## config.mk

```make
export PLATFORM = sky130hd
export DESIGN_NAME = icmp_read
export DESIGN_NICKNAME = d
export VERILOG_FILES = /design/src/rtl/icmp_read.sv
export SDC_FILE = /design/constraint.sdc
export NUM_CORES = 1
export LEC_CHECK = 0
export CAP_MARGIN = 15
export CORE_UTILIZATION = 45
export CTS_CLUSTER_DIAMETER = 150
export DETAILED_ROUTE_END_ITERATION = 16
export PLACE_DENSITY = 0.72
export SYNTH_ARGS = -nofsm -noshare
export SYNTH_HDL_FRONTEND = slang
export SYNTH_SLANG_ARGS = --single-unit
```

## constraint.sdc

```tcl
create_clock -name clock -period 21.5 [get_ports clock]
set_input_delay 4.3 -clock clock [delete_from_list [all_inputs] [get_ports clock]]
set_output_delay 4.3 -clock clock [all_outputs]
set_load 0.02 [all_outputs]
```

## src/rtl/icmp_read.sv

```systemverilog
// icmp_read: receives a 160-bit ICMP message as five 32-bit words, most
// significant word first, splits it into header fields and payload, and
// verifies the 16-bit ones'-complement checksum.
//
// Ports
//   clock        : single clock, rising edge
//   hardreset    : synchronous active-low reset
//   inputdata    : one 32-bit message word
//   inputvalid   : inputdata valid this cycle
//   inputsof     : start of message (word 0), qualified by inputvalid
//   msgvalid     : one-cycle pulse, a complete message is on the outputs
//   checksumok   : presented message summed to 16'hFFFF
//   icmptype     : word0[31:24]
//   icmpcode     : word0[23:16]
//   rxchecksum   : word0[15:0]
//   restofheader : word1
//   payload      : {word2, word3, word4}
//   framerr      : one-cycle pulse on a framing violation
//   goodcount    : saturating count of messages with checksumok = 1
//   badcount     : saturating count of messages with checksumok = 0
//
// state | meaning
// IDLE  | waiting for a start-of-message word
// W1    | word0 held, waiting for word1
// W2    | waiting for word2
// W3    | waiting for word3
// W4    | waiting for word4
// CHECK | message complete, present it (exactly one cycle)

module icmp_read (
  input  logic        clock,
  input  logic        hardreset,
  input  logic [31:0] inputdata,
  input  logic        inputvalid,
  input  logic        inputsof,
  output logic        msgvalid,
  output logic        checksumok,
  output logic [7:0]  icmptype,
  output logic [7:0]  icmpcode,
  output logic [15:0] rxchecksum,
  output logic [31:0] restofheader,
  output logic [95:0] payload,
  output logic        framerr,
  output logic [15:0] goodcount,
  output logic [15:0] badcount
);

  typedef enum logic [2:0] {IDLE, W1, W2, W3, W4, CHECK} state_t;

  state_t      state;
  logic [31:0] word0;
  logic [31:0] word1;
  logic [31:0] word2;
  logic [31:0] word3;
  logic [31:0] word4;
  logic [15:0] acc;

  // Adds both halves of a word into a 16-bit ones'-complement sum. The 18-bit
  // raw sum needs two folds: the first can itself carry out of bit 15.
  function automatic logic [15:0] oc_add(input logic [15:0] a, input logic [31:0] w);
    logic [17:0] s;
    logic [16:0] t;
    s = {2'b00, a} + {2'b00, w[31:16]} + {2'b00, w[15:0]};
    t = {1'b0, s[15:0]} + {15'd0, s[17:16]};
    return t[15:0] + {15'd0, t[16]};
  endfunction

  always_ff @(posedge clock) begin
    if (!hardreset) begin
      state        <= IDLE;
      word0        <= '0;
      word1        <= '0;
      word2        <= '0;
      word3        <= '0;
      word4        <= '0;
      acc          <= '0;
      msgvalid     <= 1'b0;
      checksumok   <= 1'b0;
      icmptype     <= '0;
      icmpcode     <= '0;
      rxchecksum   <= '0;
      restofheader <= '0;
      payload      <= '0;
      framerr      <= 1'b0;
      goodcount    <= '0;
      badcount     <= '0;
    end else begin
      msgvalid <= 1'b0;
      framerr  <= 1'b0;
      case (state)
        IDLE: begin
          // Words without start-of-message are silently dropped here.
          if (inputvalid && inputsof) begin
            word0 <= inputdata;
            acc   <= oc_add(16'h0000, inputdata);
            state <= W1;
          end
        end
        W1, W2, W3, W4: begin
          if (inputvalid) begin
            if (inputsof) begin
              // New message interrupts a partial one: restart from word0.
              framerr <= 1'b1;
              word0   <= inputdata;
              acc     <= oc_add(16'h0000, inputdata);
              state   <= W1;
            end else begin
              acc <= oc_add(acc, inputdata);
              case (state)
                W1: begin word1 <= inputdata; state <= W2; end
                W2: begin word2 <= inputdata; state <= W3; end
                W3: begin word3 <= inputdata; state <= W4; end
                default: begin word4 <= inputdata; state <= CHECK; end
              endcase
            end
          end
        end
        CHECK: begin
          state        <= IDLE;
          msgvalid     <= 1'b1;
          checksumok   <= (acc == 16'hFFFF);
          icmptype     <= word0[31:24];
          icmpcode     <= word0[23:16];
          rxchecksum   <= word0[15:0];
          restofheader <= word1;
          payload      <= {word2, word3, word4};
          if (acc == 16'hFFFF) begin
            if (goodcount != 16'hFFFF) goodcount <= goodcount + 16'd1;
          end else begin
            if (badcount != 16'hFFFF) badcount <= badcount + 16'd1;
          end
          // The sender owes one idle cycle here; anything else is dropped.
          if (inputvalid) framerr <= 1'b1;
        end
        default: state <= IDLE;
      endcase
    end
  end

endmodule

```

# Word-level counts from Yosys, hierarchy flattened
# Index checks and enable logic that the tools add are counted.
# W data, S select, Z words.
dict set report word_totals {
  regBits 374
  input_bits 36
}
dict set report classes {
  add_sub_neg 9
  n_eq_ne 11
  mux 18
  bitwise_logic 3
  reduce_logical 14
}
# cell n
set op_table {}
lappend op_table {{$mux W32} 3}
lappend op_table {{$pmux W32 S2} 1}
lappend op_table {{$mux W16} 3}
lappend op_table {{$add A16 B16 Y17} 2}
lappend op_table {{$add A16 B1 Y16} 2}
lappend op_table {{$add A16 B1 Y16 const B} 2}
lappend op_table {{$ne A16 B16 Y1 const B} 2}
lappend op_table {{$pmux W16 S2} 1}
lappend op_table {{$reduce_and A4 Y1} 5}
lappend op_table {{$add A17 B16 Y18} 1}
lappend op_table {{$add A16 B1 Y17} 1}
lappend op_table {{$add A16 B2 Y17} 1}
lappend op_table {{$eq A16 B16 Y1 const B} 1}
lappend op_table {{$mux W3} 3}
lappend op_table {{$pmux W3 S3} 1}
lappend op_table {{$reduce_and A3 Y1} 3}
lappend op_table {{$eq A3 B2 Y1 const B} 2}
lappend op_table {{$eq A3 B3 Y1 const B} 2}
lappend op_table {{$ne A2 B2 Y1 const B} 3}
lappend op_table {{$pmux W3 S2} 1}
lappend op_table {{$mux W1} 4}
lappend op_table {{$reduce_or A4 Y1} 1}
lappend op_table {{$eq A3 B1 Y1 const B} 1}
lappend op_table {{$logic_not A3 Y1} 1}
lappend op_table {{other kinds (6)} 8}

# Depth between registers and ports, before layout
dict set report logic_depth {
  ltp_word 7
  mapped_depth 28
  depth_no_buf 26
}

# Worst setup path before layout
# OpenSTA, ideal clock, no wires.
dict set report synth_path {
  path_kind {input -> register}
  from {input inputdata[0]}
  to {register acc[15]}
  setup_ps 86
  t_arrival_ps 9699
  required_ps 21414
  setup_slack_ps 11714
  path_stages 27
  path_buffers 2
  cell_sequence {ha_1 -> inv_1 -> fa_1 -> nand2b_1 -> a2111oi_1 -> o221ai_1 -> a21oi_1 -> o41a_1 -> a21o_1 -> a21o_1 -> ha_1 -> ha_1 -> clkbuf_1 -> o2111ai_1 -> a2111oi_2 -> and3_1 -> clkbuf_1 -> and3_1 -> and3_1 -> ha_1 -> nand2_1 -> nor3_1 -> nand3_1 -> a211oi_1 -> o211ai_1 -> xor2_1 -> a221oi_2}
}
dict set report synth_between {
  elab_chain_cells 6
}
# item line
set synth_lines {}
lappend synth_lines {{start: declaration} 33} ;# input logic [31:0] inputdata,
lappend synth_lines {{$add A17 B16 Y18 / $add A16 B16 Y17 (equally long branches)} 63} ;# s = {2'b00, a} + {2'b00, w[31:16]} + {2'b00, w[15:0]};
lappend synth_lines {{$add A16 B2 Y17 / $add A16 B1 Y17 (equally long branches)} 64} ;# t = {1'b0, s[15:0]} + {15'd0, s[17:16]};
lappend synth_lines {{$add A16 B1 Y16} 65} ;# return t[15:0] + {15'd0, t[16]};
lappend synth_lines {{$mux W16} 101} ;# if (inputsof) begin
lappend synth_lines {{$mux W16} 100} ;# if (inputvalid) begin
lappend synth_lines {{$pmux W16 S2 (*)} 90} ;# case (state)
lappend synth_lines {{end signal: assignment} 95} ;# acc <= oc_add(16'h0000, inputdata);
lappend synth_lines {{end signal: assignment} 105} ;# acc <= oc_add(16'h0000, inputdata);
lappend synth_lines {{end signal: assignment} 108} ;# acc <= oc_add(acc, inputdata);
lappend synth_lines {{end: declaration} 56} ;# logic [15:0] acc;
# Mark *: on every way between the ends. The rest lies on a longest branch, timed or not. The select of a mux whose other input is x is not followed.
# A chain may end at the register's enable or synchronous reset.

# Final worst setup path
dict set report layout_path {
  from {input inputdata[6]}
  to {register acc[14]}
}
# The elaborated chain is that of the path after synthesis.

==> metrics.cfg <==
[timing]
setup_viol=0
fin_crit_ns=10.83
rsz0062_at_grt=false
whs_ns=0.444
final_max_slew_viol_count=0
hold_viol_final=0
period_share_pct=50.4
fmax_mhz=92.3
layout_setup_ws_ns=10.67
fin_tns_setup_ns=0
slew_headroom_pct=30.2
clock_skew_ns=0.0133
tightest_slew_ns=1.05

[min_path]
holdPathStages=2
holdPathEnd=payload[94]
hold_start=word2[30]
hold_path_class=flop to flop

[power]
vdd_drop_max_mv=0.0536
p_leak_nw=6.96
power_density_nw_per_um2=80.1
fin_total_pwr_mw=1.64

[routing]
vias_per_cell=5.56
dr_total_vias=15315
wl_um=53100
antenna_left=0
drcViolationCount=0
drtPass1Iterations=5
dr.first_iter.drc_count=1332
post_drt_wl_per_cell_um=19.3

[worst_setup_path]
cp_max_fo=8
critPathKind=input port to flop
reg2reg_depth=26
cp.required_ns=21.94
critPathArrivalTime_ns=11.27
critPathLaunchType=input port
rrSetupSlack_ns=14.83
r2r-start=acc[8]
r2r-end=acc[14]
cp-end-kind=flop

[yosys]
ys_top_cells_by_area=dfxtp_1 (45%), nand2_1 (16%), a21oi_1 (11%)
synth_edf_count=0
async_flop_share_pct=0
synth_top_area_share_pct=45.2
syn_nets=2195
seq_area_frac_synth_pct=45.2
ys_ff_latch=374
synth_cells=2099
synth-main-ff-cell=dfxtp_1
ys_types=88
ys_top_cells_by_count=nand2_1 (699), dfxtp_1 (374), a21oi_1 (348), clkbuf_1 (120), nor2_1 (73)
yosys_warnings=0
syn_area_um2=16600
yosysTopAreaCell=dfxtp_1
synth_area_per_cell_um2=7.90
synth.most_common_cell=nand2_1

[die]
start_util_pct=46.2
die_w_um=194
core_area_um2=35900
boundaryPins=231
die_y_um=194
dieArea_um2=37600
rows=69

[global_route]
grt-ovfl-total=0
grt_max_degree=189
busiest_layer=met2
grt_usage_pct=27.8
grt_pass1_wl_um=82700
use_met3_pct=4.02
antenna_found_initial=1
met2_usage_pct=44.9
grt.met1_usage_pct=38.7
grt_pass1_vias=14295

[clock_network]
cts_buffer_depth=3
cts_made_buffers=39
h-tree-depth=2
cts_setup_buffers=0
post_cts_resized=0
hold_buffers=0
worstSkewPairLatency_ns=0.54
cts.sinks=374
clockRootBuffer=clkbuf_16
cts_tree=done
cts.reportedPaths.clkPinSlew_ns=0.06

[placement]
dp_hpwl_um=36700
gp_congestion=0.949
dpl_cell_area_um2=19200
post-place-ws_ns=10.26
port_buffers=230

[job]
cap_violations=0

[cells_and_area]
fin_area_um2=20400
nets=2362
multi_input_area_um2=8530
drive_gt1_share_pct=5.28
syn_to_final_growth_pct=23.2
diodes=0
seq_area_um2=7490
fillers=3349

[status]
status=completed

-- placed cells by master (no fill, tap or decap), drive strengths merged, types with 8 or more instances in the layout --
cell           netlist  final
or2                  8      8
clkdlybuf4s50        0    230
dfxtp              374    374
o211ai              12     12
inv                 21     24
ha                  41     41
a21o                12     12
nor2b               11     11
nand2b               8      8
buf                  7     25
nand3               26     26
and3                15     15
clkinv               0      8
or3                  9      9
clkbuf             121     54
nor3                26     26
nand4               19     19
xor2                26     26
a211oi              12     12
o21ai               28     28
fa                  19     19
xnor2               57     57
nand2              699    699
a21oi              348    348
and2                17     17
nor2                74     74
-- how the worst max path moves through the flow --
stage          cells past startpoint    startpoint       to  slack (ns)
2_1_floorplan                     27  inputdata[0]  acc[15]       11.71
3_3_place_gp                      27  inputdata[6]  acc[14]       10.40
3_5_place_dp                      27  inputdata[6]  acc[14]       10.26
4_1_cts                           27  inputdata[6]  acc[14]       10.73
5_1_grt                           26  inputdata[0]  acc[15]       10.03
6_report                          27  inputdata[6]  acc[14]       10.67
-- critical path: stages --
cell             delay, ns
clkdlybuf4s50_1       0.84
fa_1                  0.51
ha_1                  0.40
and3_1                0.22
a221o_1               0.39
o2111ai_1             0.21
a21boi_0              0.12
o21ai_0               0.23
nand2b_1              0.09
a21oi_1               0.20
xnor2_1               0.15
ha_1                  0.21
fa_1                  0.23
o2111ai_1             0.13
nor4_2                0.57
and4_1                0.40
nand2_1               0.08
nor3_1                0.17
ha_1                  0.21
ha_1                  0.16
nand2_1               0.09
nor3_1                0.43
nand3_1               0.13
a31oi_1               0.26
nand3b_1              0.14
xnor2_1               0.15
a221oi_1              0.25
-- stage by stage --
stage          std cells  util, %
6_report            2754     56.9
2_1_floorplan       2099        -
3_5_place_dp        2686     53.4
5_1_grt             2754     56.9
3_3_place_gp        2686     53.4
4_1_cts             2754     56.9
-- layer usage --
metal / vias to the layer above / share of wire [%]
met5: - / 0.024
met4: 2 / 2.5
met3: 79 / 7.6
met2: 522 / 46
met1: 7322 / 44
li1: 7390 / -
-- kinds of logic after synthesis --
kind of cell,after synthesis,synth area share (%)
fa+ha+maj,60,5.39
flops,374,45.2
compound gates,484,16.8
simple gates,943,24.2
mux,3,0.189
buf+inv,150,3.54
xor+xnor,85,4.75
-- registers in the layout, indices dropped and copies added, names as in the netlist, 3 cells and up --
register and count:
acc 16, badcount 16, goodcount 16, icmpcode 8, icmptype 8, payload 96, restofheader 32, rxchecksum 16
state 3, word0 32, word1 32, word2 32, word3 32, word4 32
-- power breakdown --
part           internal (mW)  total (mW)  switching, mW
Combinational         0.0994       0.275          0.175
Clock                  0.374       0.656          0.281
Sequential             0.700       0.707        0.00711
Total                   1.17        1.64          0.464
-- layout make-up --
cell class / instances / share of cell area [%]
clock buffer: 54 / 5.39
tap: 461 / 2.82
sequential: 374 / 36.6
clock inverter: 14 / 0.723
inverter: 21 / 0.423
timing repair buffer: 255 / 12.2
multi-input combinational: 1575 / 41.7
No activity file was read; power rests on OpenSTA's default activity.
